$ cat src/rtl/inst_fetch_unit.sv
// Instruction fetch unit: fetches the word at the PC register value over a
// req/gnt/rvalid memory port and hands {pc, instr} to decode via valid/ready.
module inst_fetch_unit #(
  parameter logic [31:0] NOP_INSTR = 32'h0000_0000
) (
  input  logic        clk_i,
  input  logic        rst_i,
  input  logic [31:0] pc_i,
  output logic        pc_stall_o,
  input  logic        flush_i,
  output logic        imem_req_o,
  output logic [31:0] imem_addr_o,
  input  logic        imem_gnt_i,
  input  logic        imem_rvalid_i,
  input  logic [31:0] imem_rdata_i,
  output logic        if_valid_o,
  input  logic        if_ready_i,
  output logic [31:0] if_pc_o,
  output logic [31:0] if_instr_o,
  output logic        if_fault_o
);

  localparam int unsigned XLEN = 32;

  typedef enum logic [2:0] {
    S_IDLE  = 3'd0,
    S_REQ   = 3'd1,
    S_WAIT  = 3'd2,
    S_HOLD  = 3'd3,
    S_DROP  = 3'd4,
    S_FAULT = 3'd5
  } state_t;

  state_t          state;
  logic [XLEN-1:0] req_pc;
  logic [XLEN-1:0] hold_instr;
  logic            req_gap;
  logic            slot_free;
  logic            misaligned;
  logic            advance;

  // Memory request and PC-advance strobes follow the current state and inputs.
  always_comb begin
    slot_free   = !if_valid_o || if_ready_i;
    misaligned  = (pc_i[1:0] != 2'b00);
    imem_req_o  = (state == S_REQ) && !misaligned && !req_gap;
    imem_addr_o = {pc_i[XLEN-1:2], 2'b00};
    advance     = !flush_i && slot_free &&
                  (((state == S_WAIT) && imem_rvalid_i) || (state == S_HOLD));
    pc_stall_o  = !(advance || flush_i);
  end

  always_ff @(posedge clk_i) begin
    if (rst_i) begin
      state      <= S_IDLE;
      req_pc     <= '0;
      hold_instr <= '0;
      req_gap    <= 1'b0;
      if_valid_o <= 1'b0;
      if_pc_o    <= '0;
      if_instr_o <= NOP_INSTR;
      if_fault_o <= 1'b0;
    end else begin
      req_gap <= 1'b0;
      // A completed transfer empties the slot unless a new entry loads below.
      if (if_valid_o && if_ready_i) begin
        if_valid_o <= 1'b0;
        if_instr_o <= NOP_INSTR;
        if_fault_o <= 1'b0;
      end

      if (flush_i) begin
        if_valid_o <= 1'b0;
        if_instr_o <= NOP_INSTR;
        if_fault_o <= 1'b0;
        unique case (state)
          S_REQ: begin
            if (imem_req_o && imem_gnt_i) begin
              state <= S_DROP;
            end else begin
              state   <= S_REQ;
              req_gap <= 1'b1;
            end
          end
          S_WAIT, S_DROP: state <= imem_rvalid_i ? S_REQ : S_DROP;
          default:        state <= S_REQ;
        endcase
      end else begin
        unique case (state)
          S_IDLE: state <= S_REQ;
          S_REQ: begin
            if (misaligned) begin
              if (slot_free) begin
                if_valid_o <= 1'b1;
                if_pc_o    <= pc_i;
                if_instr_o <= NOP_INSTR;
                if_fault_o <= 1'b1;
                state      <= S_FAULT;
              end
            end else if (imem_req_o && imem_gnt_i) begin
              req_pc <= pc_i;
              state  <= S_WAIT;
            end
          end
          S_WAIT: begin
            if (imem_rvalid_i) begin
              if (slot_free) begin
                if_valid_o <= 1'b1;
                if_pc_o    <= req_pc;
                if_instr_o <= imem_rdata_i;
                if_fault_o <= 1'b0;
                state      <= S_REQ;
              end else begin
                hold_instr <= imem_rdata_i;
                state      <= S_HOLD;
              end
            end
          end
          S_HOLD: begin
            if (slot_free) begin
              if_valid_o <= 1'b1;
              if_pc_o    <= req_pc;
              if_instr_o <= hold_instr;
              if_fault_o <= 1'b0;
              state      <= S_REQ;
            end
          end
          S_DROP: begin
            if (imem_rvalid_i) state <= S_REQ;
          end
          S_FAULT: state <= S_FAULT;
          default: state <= S_IDLE;
        endcase
      end
    end
  end

endmodule

$ cat config.mk
export PLATFORM = sky130hd
export DESIGN_NAME = inst_fetch_unit
export DESIGN_NICKNAME = d
export VERILOG_FILES = /design/src/rtl/inst_fetch_unit.sv
export SDC_FILE = /design/constraint.sdc
export NUM_CORES = 1
export LEC_CHECK = 0
export ABC_AREA = 1
export CORE_MARGIN = 3
export CORE_UTILIZATION = 40
export CTS_BUF_LIST = sky130_fd_sc_hd__clkbuf_8
export CTS_CLUSTER_SIZE = 30
export DETAILED_ROUTE_END_ITERATION = 8
export PLACE_DENSITY = 0.67
export SLEW_MARGIN = 10
export SYNTH_ARGS = -nofsm -noshare
export SYNTH_HDL_FRONTEND = slang
export SYNTH_SLANG_ARGS = --single-unit
$ cat constraint.sdc
create_clock -name clk_i -period 1.95 [get_ports clk_i]
set_input_delay 0.585 -clock clk_i [delete_from_list [all_inputs] [get_ports clk_i]]
set_output_delay 0.585 -clock clk_i [all_outputs]
set_load 0.01 [all_outputs]
==> results.tsv <==
stage	metric	value	unit
clocking	hold_buffers	0	
clocking	cts_num_sinks	134	
critical_path	crit_chain	clkdlybuf4s50_1 -> dlygate4sd2_1	
timing	drv_slew	0	
timing	tightest_slew	0.525	ns
timing	final.setup_skew	0.0101	ns
timing	fin_ws	0.0109	ns
logic_synthesis	syn_inst	797	
die	die_w	128	um
critical_path	cp-start-kind	primary input	
placement	pre_cts_ws	-0.604	ns
logic_synthesis	ys_seq_area_frac	0.451	
clocking	htreeDepth	4	
global_route	grt_pass1_wl	27.3	mm
critical_path	worst-endpoint-arrival	1.35	ns
logic_synthesis	async_flop_share	0	
timing	max_freq	516	MHz
clocking	cts_tree	built	
global_route	grt_max_degree	63	
flow_run	drv_cap	0	
critical_path	cp_slowest_cell	clkdlybuf4s50_1	
logic_synthesis	yosys_warnings	0	
logic_synthesis	synth-main-ff-cell	dfxtp_1	
die	coreArea	14200	um^2
final_layout	syn_to_final_growth	42.3	%
outcome	status	finished, final reports clean	
logic_synthesis	synth_area_leader_cell	dfxtp_1	
power_and_ir_drop	ir_drop	0.398	mV
logic_synthesis	synth_edf_count	0	
logic_synthesis	synth_area	5940	um^2
route	top_layer	met4	
critical_path	path_buf_inv	2	
critical_path	critPathKind	primary input to output pin	
critical_path	cpPeakStageDelay	0.49	ns
final_layout	antenna_cells	0	
final_layout	fillCellCount	1345	
die	io_pins	170	
critical_path	critical-path-top-delay-family	buffers and inverters	
route	via_per_inst	5.15	
global_route	grt_usage	0.206	
clocking	clk_path_buf_depth	2	
timing	hold_violations	0	
timing	setup_viol	0	
global_route	overflow	0	
placement	dpl.hpwl	11.0	mm
route	antenna_left	0	
logic_synthesis	synth-seq-cells	134	
critical_path	cp.required	1.36	ns
logic_synthesis	yosys-top-cells-area	dfxtp_1 45%, nor2_1 6.9%, nand3_1 6.0%, o21ai_0 6.0%, o21ai_1 5.3%	
timing	fin_crit_sh	0.994	
timing	layout_min_cycle_time	1.94	ns
route	vias	5976	
power_and_ir_drop	p_leak	0.00408	uW
clocking	clk_pin_slew_worst_paths	0.07	ns
placement	gp_congestion	0.849	
global_route	grt_pass1_vias	5526	
die	rows	43	
final_layout	final_util	0.595	
die	start_util	0.418	
logic_synthesis	synth.lib_cells_used.distinct	28	
route	firstDrtPassIters	5	
placement	portBuffers	167	
timing	rsz0062_at_grt	yes	
logic_synthesis	synth.avg_cell_area	7.46	um^2
power_and_ir_drop	power	6000	uW
timing	fin_hold_ws	0.444	ns
route	met2_length	7.90	mm
route	drcViolationCount	0	
final_layout	fin_nets	1039	
clocking	clock_latency	0.44	ns
power_and_ir_drop	p_per_area	709	nW/um^2
route	drt-total-wl	16.8	mm
route	drtIter0Drc	354	
clocking	cts-root-buf	clkbuf_8	
die	die_area	16400	um^2
global_route	grt_antenna_before_repair	0	
route	routedWlPerCell	14.5	um
final_layout	fin_area	8460	um^2
placement	placed_area	8000	um^2
final_layout	drive_gt1_frac	0.142	
clocking	cts-buffers-inserted	17	
die	chipHeight	128	um
timing	max_slew_margin	0.650	
critical_path	endpoint_kind	output pin	
logic_synthesis	synth_top_cell_area_share	0.451	
hold_path	hold_path_class	register to register	
critical_path	cp_max_fo	2	
route	met1_length	7.36	mm
route	wl_met3	1.41	mm
-- cell usage in the layout (no fill, tap or decap), types with 2 or more instances in the layout --
cell,netlist,final
buf_12,0,9
nand2_2,4,4
clkdlybuf4s15_1,0,10
a21oi_2,0,2
nand3_1,71,71
nand2_4,2,2
dfxtp_1,134,130
dfxtp_2,0,4
inv_1,44,48
clkinv_2,0,3
dlygate4sd2_1,0,40
nand2_1,54,54
clkbuf_8,0,21
a21oi_1,35,33
buf_6,4,3
o21ai_1,63,63
nor3_1,32,32
a31oi_1,31,31
o21ai_0,71,71
dlymetal6s2s_1,0,45
buf_4,36,71
nor2_4,3,4
clkdlybuf4s50_1,0,67
nor2_2,2,3
inv_2,6,7
nor2_1,109,107
nand4_1,33,33
conb_1,1,2
-- synthesized netlist by cell type (6+ instances only) --
master and count:
dfxtp_1 134, nor2_1 109, nand3_1 71, o21ai_0 71, o21ai_1 63, nand2_1 54, inv_1 44, clkbuf_1 42
buf_4 36, a21oi_1 35, nand4_1 33, nor3_1 32, a31oi_1 31, buf_2 12, inv_2 6
-- layer usage --
metal  track usage  vias up
met5             0        -
met4        0.0593        0
met3        0.0688       10
met2         0.336      207
met1         0.259     2724
li1              -     3035
-- layout make-up --
class	instances	area, um^2	share of cell area
Multi-Input combinational cell	518	2550	0.302
Inverter	50	188	0.0222
Clock inverter	9	63.8	0.00754
Timing Repair Buffer	248	2450	0.290
Clock buffer	21	289	0.0342
Sequential cell	134	2690	0.318
Tap cell	180	225	0.0266
-- report_power, final --
part / switching [uW] / internal, uW
Combinational: 538 / 482
Clock: 1030 / 1100
Sequential: 40.5 / 2810
Total: 1610 / 4390
-- kinds of logic after synthesis --
kind of cell | share of synthesized area
compound gates | 0.180
buf+inv | 0.123
flops | 0.451
other cells | 0.000631
simple gates | 0.245
-- through the flow --
stage / setup TNS (ns) / std cells
6_report: 0 / 1160
5_1_grt: -0.0475 / 1160
4_1_cts: -0.00471 / 1159
3_5_place_dp: -46.64 / 1127
3_3_place_gp: -43.25 / 1127
2_1_floorplan: 0 / 798
-- what timing repair did --
action	4_1_cts	5_1_grt
endpoints found under the hold margin	0	0
buffers inserted	2	1
pin swaps	3	1
gates resized for setup	72	59
endpoints found under the setup margin	50	58
-- registers in the layout, indices dropped and copies added, names as in the netlist --
| register | cells |
|---|---|
| hold_instr | 32 |
| if_instr_o | 32 |
| if_pc_o | 32 |
| req_pc | 32 |
| state | 3 |
| if_fault_o | 1 |
| if_valid_o | 1 |
| req_gap | 1 |
-- final timing paths --
kind / startpoint / to / slack, ns / cells past startpoint
max: pc_i[5] / imem_addr_o[5] / 0.01 / 2
min: req_pc[27] / req_pc[27] / 0.44 / 2
max reg2reg: state[0] / if_pc_o[23] / 0.21 / 8
min reg2reg: req_pc[27] / req_pc[27] / 0.44 / 2
(Power assumes the default switching activity.)
